### config.mk
export PLATFORM = sky130hd
export DESIGN_NAME = bridge_arbiter
export DESIGN_NICKNAME = d
export VERILOG_FILES = /design/src/rtl/bridge_pkg.sv /design/src/rtl/bridge_rr_arb.sv /design/src/rtl/bridge_arbiter.sv
export SDC_FILE = /design/constraint.sdc
export NUM_CORES = 1
export LEC_CHECK = 0
export ABC_AREA = 1
export BUFFER_PORTS_ARGS = -buffer_cell sky130_fd_sc_hd__buf_2
export CORE_ASPECT_RATIO = 0.9
export CORE_MARGIN = 5
export CORE_UTILIZATION = 40
export DETAILED_ROUTE_END_ITERATION = 16
export GPL_TIMING_DRIVEN = 0
export PLACE_DENSITY_LB_ADDON = 0.08
export RECOVER_POWER = 100
export SLEW_MARGIN = 5
export SYNTH_ARGS = -nofsm -noshare
export SYNTH_HDL_FRONTEND = slang
export SYNTH_SLANG_ARGS = --single-unit
### constraint.sdc
create_clock -name clk -period 2 [get_ports clk]
set_input_delay 0.2 -clock clk [delete_from_list [all_inputs] [get_ports clk]]
set_output_delay 0.2 -clock clk [all_outputs]
set_load 0.02 [all_outputs]
### src/rtl/bridge_pkg.sv
// Shared state encoding, device address map and window decode for the
// processor-port arbiter in front of the Bridge.
package bridge_pkg;

   typedef enum logic [1:0] {
      IDLE   = 2'd0,
      ACCESS = 2'd1,
      RESP   = 2'd2
   } brState_t;

   localparam logic [27:0] DEV0_BASE      = 28'h0000_7F0;
   localparam logic [27:0] DEV1_BASE      = 28'h0000_7F1;
   localparam logic [3:0]  WIN_LIMIT      = 4'hB;
   localparam logic [31:0] DEBUG_DEV_DATA = 32'hABCD_FFFF;

   // Only the first 12 bytes of each 16-byte device block are registers.
   function automatic logic isDevHit(input logic [31:0] addr);
      logic inBlock;
      inBlock = (addr[31:4] == DEV0_BASE) || (addr[31:4] == DEV1_BASE);
      return inBlock && (addr[3:0] <= WIN_LIMIT);
   endfunction

endpackage

### src/rtl/bridge_rr_arb.sv
// Two-master arbiter: round-robin on ties or fixed M0 priority, with the
// last-grant pointer updated only when the owner accepts a grant.
module bridge_rr_arb
   import bridge_pkg::*;
#(
   parameter bit RR_EN = 1'b1
)(
   input  logic       clk,
   input  logic       reset,
   input  logic [1:0] req,
   input  logic       update,
   output logic [1:0] gnt
);

   logic lastGntR;

   // Winner selection; a tie goes to the master not granted last.
   always_comb begin
      gnt = 2'b00;
      if (req == 2'b11) begin
         if (RR_EN && !lastGntR) begin
            gnt = 2'b10;
         end else begin
            gnt = 2'b01;
         end
      end else begin
         gnt = req;
      end
   end

   // Last-grant pointer; starts at M1 so M0 wins the first tie.
   always_ff @(posedge clk or negedge reset) begin
      if (!reset) begin
         lastGntR <= 1'b1;
      end else if (update && (gnt != 2'b00)) begin
         lastGntR <= gnt[1];
      end else begin
         lastGntR <= lastGntR;
      end
   end

endmodule

### src/rtl/bridge_arbiter.sv
// Shares the Bridge processor port between M0 (CPU) and M1 (debug/DMA):
// grant, latch, ACC_CYC access cycles, then a one-cycle ack with read data.
module bridge_arbiter
   import bridge_pkg::*;
#(
   parameter bit          RR_EN   = 1'b1,
   parameter int unsigned ACC_CYC = 1
)(
   input  logic        clk,
   input  logic        reset,
   input  logic        m0_req,
   input  logic [31:0] m0_addr,
   input  logic [31:0] m0_wd,
   input  logic        m0_we,
   output logic        m0_ack,
   output logic [31:0] m0_rd,
   output logic        m0_err,
   input  logic        m1_req,
   input  logic [31:0] m1_addr,
   input  logic [31:0] m1_wd,
   input  logic        m1_we,
   output logic        m1_ack,
   output logic [31:0] m1_rd,
   output logic        m1_err,
   output logic [31:0] pr_addr,
   output logic [31:0] pr_wd,
   output logic        pr_we,
   input  logic [31:0] pr_rd
);

   localparam logic [3:0] CNT_LOAD = 4'(ACC_CYC - 1);

   brState_t    stateR;
   logic [31:0] addrR;
   logic [31:0] wdR;
   logic        weR;
   logic        hitR;
   logic        winR;
   logic [3:0]  cntR;
   logic [1:0]  gntS;
   logic [31:0] selAddrS;
   logic [31:0] selWdS;
   logic        selWeS;
   logic        selHitS;
   logic [31:0] capRdS;

   bridge_rr_arb #(.RR_EN(RR_EN)) uArb (
      .clk    (clk),
      .reset  (reset),
      .req    ({m1_req, m0_req}),
      .update (stateR == IDLE),
      .gnt    (gntS)
   );

   // Request fields of whichever master the arbiter picked.
   always_comb begin
      selAddrS = m0_addr;
      selWdS   = m0_wd;
      selWeS   = m0_we;
      if (gntS[1]) begin
         selAddrS = m1_addr;
         selWdS   = m1_wd;
         selWeS   = m1_we;
      end else begin
         selAddrS = m0_addr;
         selWdS   = m0_wd;
         selWeS   = m0_we;
      end
      selHitS = isDevHit(selAddrS);
      capRdS  = weR ? 32'h0000_0000 : pr_rd;
   end

   // Transaction sequencer; every output is a register cleared outside RESP.
   always_ff @(posedge clk or negedge reset) begin
      if (!reset) begin
         stateR <= IDLE;
         addrR  <= 32'h0000_0000;
         wdR    <= 32'h0000_0000;
         weR    <= 1'b0;
         hitR   <= 1'b0;
         winR   <= 1'b0;
         cntR   <= 4'd0;
         pr_we  <= 1'b0;
         m0_ack <= 1'b0;
         m0_rd  <= 32'h0000_0000;
         m0_err <= 1'b0;
         m1_ack <= 1'b0;
         m1_rd  <= 32'h0000_0000;
         m1_err <= 1'b0;
      end else begin
         pr_we  <= 1'b0;
         m0_ack <= 1'b0;
         m0_rd  <= 32'h0000_0000;
         m0_err <= 1'b0;
         m1_ack <= 1'b0;
         m1_rd  <= 32'h0000_0000;
         m1_err <= 1'b0;
         case (stateR)
            IDLE: begin
               if (gntS != 2'b00) begin
                  addrR  <= selAddrS;
                  wdR    <= selWdS;
                  weR    <= selWeS;
                  hitR   <= selHitS;
                  winR   <= gntS[1];
                  cntR   <= CNT_LOAD;
                  pr_we  <= selWeS && selHitS;
                  stateR <= ACCESS;
               end else begin
                  stateR <= IDLE;
               end
            end
            ACCESS: begin
               if (cntR == 4'd0) begin
                  if (winR) begin
                     m1_ack <= 1'b1;
                     m1_rd  <= capRdS;
                     m1_err <= !hitR;
                  end else begin
                     m0_ack <= 1'b1;
                     m0_rd  <= capRdS;
                     m0_err <= !hitR;
                  end
                  stateR <= RESP;
               end else begin
                  cntR   <= cntR - 4'd1;
                  stateR <= ACCESS;
               end
            end
            RESP: begin
               stateR <= IDLE;
            end
            default: begin
               stateR <= IDLE;
            end
         endcase
      end
   end

   assign pr_addr = addrR;
   assign pr_wd   = wdR;

endmodule

==> results summary <==
The worst path required time came out at 2.34 ns. The final instance count without filler cells is 1193. IR analysis of the VDD net gives a maximum drop of 0.7344 mV. The net count of the mapped netlist is 826. From bottom edge to top edge, the die measures 125.5 µm. In this run, synthesis inferred 0 flip-flops with an integrated enable.

The category of the most critical setup path is reg -> reg. For the worst setup path, the data arrival time is 2.15 ns. The part of the total power dissipated in the clock network came out at 26.8%. After synthesis, the share of cell area in mux cells is 0%. The power density relative to cell area came out at 1445 mW/mm². The number of design-rule violations left by the first detailed-router iteration came out at 244. The final sum of negative setup slack is 0 ns.

The switching power total is 4.955 mW. The utilization after layout came out at 55.96%. The number of buffers added on ports is 298. The number of maximum-capacitance violations came out at 0. The tightest min-delay check is of the in -> reg type. The synthesized netlist occupies a cell area of 0.005931 mm². Before antenna repair, the detailed router went through 4 iterations. The top cell type by total area after synthesis is dfrtp_1. The largest stage delay on the critical path is 0.55 ns.

STA classifies the critical path endpoint as a flop. In the routed design, unresolved DRC markers number 0. Global routing finished with a remaining overflow of 0. The final-stage net count came out at 1149. The internal power component came out at 6.859 mW. TritonCTS built the clock tree.

The count of buffers added by post-CTS timing repair for setup came out at 0. Of all flip-flops after synthesis, the portion carrying an async set or reset was 100.0%. From synthesis to final layout, the design area changed by 37.85%.

The total I/O pin count came out at 299. The portion of total power attributed to combinational logic is 37.3%. The width of the die came out at 138.4 µm. After detailed routing, the average wire length per cell comes to 15.98 µm. The initialized floorplan defines 42 standard-cell rows. The routed layout has 5612 vias. The setup slack of the most critical reg-to-reg path is 0.19 ns. The number of antenna violations at the first check in global routing is 1. The ratio of final minimum period to clock period is 90.62%. The headroom to the max-slew limit is 22.81%. The largest individual stage delay along the critical path comes from the cell dfstp_2.

The pin count of the biggest net entering global routing is 85. The number of global-route vias before repair came out at 5653. Of all nets on the critical path, the largest fanout is 10. The count of distinct cell types in the synthesized netlist is 24. The xor and xnor area share after synthesis is 0%. The commonest cells after synthesis are dfrtp_1, nand2_1, o21ai_0.

After synthesis, the largest family of logic cells by area is simple AND/OR/NAND/NOR gates. The fraction of the mapped netlist area in simple logic gates came out at 22.45%. At the later pin of the worst-skew pair, clock insertion delay measures 0.43 ns. Summed over all nets, the half-perimeter wirelength after detailed placement is 14270 µm. The total leakage power came out at 4.167 nW. The gate count after technology mapping is 659.

Summed over its instances, the top area cell type makes up 59.92% of the synthesized netlist area. The signal on the critical path passes through nand2_4, nand2_4, buf_6, buf_6, clkbuf_1, nor2_1, o21ai_0. The maximum buffer depth of the clock tree came out at 2.

The count of inserted antenna diode cells came out at 0. The synthesized netlist devotes 9.473% of its cell area to compound gates. The H-tree level count is 4. The share of final-layout standard cells stronger than drive strength 1 is 23.02%. The final-report max-slew violation count came out at 0. By area the synthesized netlist is led by dfrtp_1, nand2_1, o21ai_0, nor3_1, nor2_1. The clock period could shrink to 1.812 ns.

The fraction of the mapped netlist area in adder cells is 0.2110%. Once detail routing completed, the nets flagged for antenna violations numbered 0. The number of hold violations in the final report is 0. The root buffer cell chosen for the clock tree is clkbuf_16. The maximum achievable frequency came out at 551.8 MHz. The flip-flop cell with the highest count after synthesis is dfrtp_1. The detailed-route vias per instance came out at 4.704.

The post-synthesis sequential area ratio is 60.36%. The clock sink count is 143. The number of register bits inferred by synthesis is 143. After detailed placement, the design holds a cell count of 1156.

dfrtp_1 is the most common cell in the netlist. The sequential fraction of design power is 35.9%. TritonCTS created 17 clock buffers. STA classifies the critical path startpoint as a flop. The post-route standard cell area excluding fillers is 0.008175 mm². The die outline area came out at 0.01737 mm². The floorplan step defined a core boundary enclosing 0.01461 mm². The net switching share of the total power came out at 41.94%. Summing all placed instances gives a cell area of 0.007704 mm².

For the pin with the worst max-slew slack, the measured transition is 1.158 ns. The initial cell density of the core is 40.60%. The wire length reported by the detailed router came out at 19060 µm. Setup violations remaining at the end of the flow were counted as 0. In the global route stage, overall resource usage came out at 21.87%. The run finished with clean final reports. The global placer's final weighted congestion came out at 0.8622. The clock input transition at the sequential cells of the worst setup and hold paths came out at 0.06 ns.

On the final layout, the worst clock skew is 0.008126 ns. For this run, the number of Yosys warnings is 0. The mean cell area of the mapped netlist is 9.000 µm². The global-route wire length before repair came out at 30240 µm.

Setup repair after global routing left no endpoint under its margin.
per-layer routing:
layer,vias to the layer above,share of wire [%],GRT usage (%)
met4,2,1.5,6.915
met2,211,48,35.39
met3,21,7.8,7.560
li1,2775,-,-
met5,-,0.068,0
met1,2603,43,27.81
area by class of cell:
class | count | area [µm²]
clock inverters | 14 | 160.2
well taps | 198 | 247.7
multi-input cells | 414 | 1924
repair buffers | 304 | 1389
inverters | 59 | 221.5
clock buffers | 18 | 429.2
fillers | 1521 | 6434
plain buffers | 43 | 224.0
flip-flops and latches | 143 | 3580
power by group through the flow:
stage | combinational (mW) | sequential, mW | clock (mW)
after floorplan | 1.89 | 5.19 | 0
after global placement | 4.63 | 4.22 | 0
after detailed placement | 4.68 | 4.23 | 0
after CTS | 4.69 | 4.20 | 3.21
after global routing | 4.90 | 4.33 | 3.32
final | 4.41 | 4.24 | 3.16
layout by cell type (no fill, tap or decap), drive strengths merged, types with 2 or more instances in the layout:
cell type    netlist  routed
dfrtp            142     142
inv               59      62
buf               23     181
a31oi             14      14
o21ai             89      89
clkinv             0       3
nand2            139     139
dlygate4sd3        0       5
clkbuf            20     179
clkinvlp           0       6
nor2              70      70
nand3             15      15
a21oi              3       3
nand3b            14      14
bufinv             0       2
nor3              65      65
metrics by stage:
step | hold slack [ns] | worst slack, ns | power [mW]
final | 0.01012 | 0.1876 | 11.81
after global routing | 0.01262 | 0.004428 | 12.56
after CTS | 0.001030 | 0.03189 | 12.09
after detailed placement | 0.3130 | 0.01268 | 8.905
after global placement | 0.4413 | -1.366 | 8.846
after floorplan | -0.09559 | 0.5136 | 7.078
logic make-up (layout without fill, tap and decap cells):
| kind of cell | Yosys count | in the layout |
|---|---|---|
| simple gates | 305 | 305 |
| buf+inv | 102 | 438 |
| flops | 143 | 143 |
| fa+ha+maj | 1 | 1 |
| compound gates | 108 | 108 |
state kept, by name, indices dropped and copies added (netlist names):
register / cells
m1_rd: 32
stateR: 2
m1_ack: 1
m0_ack: 1
m0_rd: 32
pr_we: 1
m1_err: 1
pr_addr: 32
pr_wd: 32
uArb.lastGntR: 1
winR: 1
weR: 1
m0_err: 1
hitR: 1
cntR: 4
worst paths after layout:
| check | from | to | depth (start not counted) |
|---|---|---|---|
| worst max-delay path | uArb.lastGntR | pr_wd[21] | 7 |
| worst min-delay path | pr_rd[9] | m1_rd[9] | 3 |
| worst max register to register | uArb.lastGntR | pr_wd[21] | 7 |
| worst min register to register | hitR | m1_err | 1 |
| max in group asynchronous | reset | m0_rd[31] | 3 |
| min in group asynchronous | reset | m0_rd[29] | 2 |
timing repair:
action | in CTS | in global routing
cloned | 0 | 0
setup endpoints to repair | 1 | 34
pin swaps | 0 | 0
hold endpoints to repair | 89 | 0
gates resized for setup | 1 | 8
hold buffers | 5 | 0
worst max-delay path, delay by kind of cell (launching register included):
family	cells	cell delay [ns]
AOI/OAI and AO/OA	1	0.19
DFF	1	0.55
and+or+nand+nor	3	0.28
buffers and inverters	3	0.69
Power figures use the tool's default switching activity.
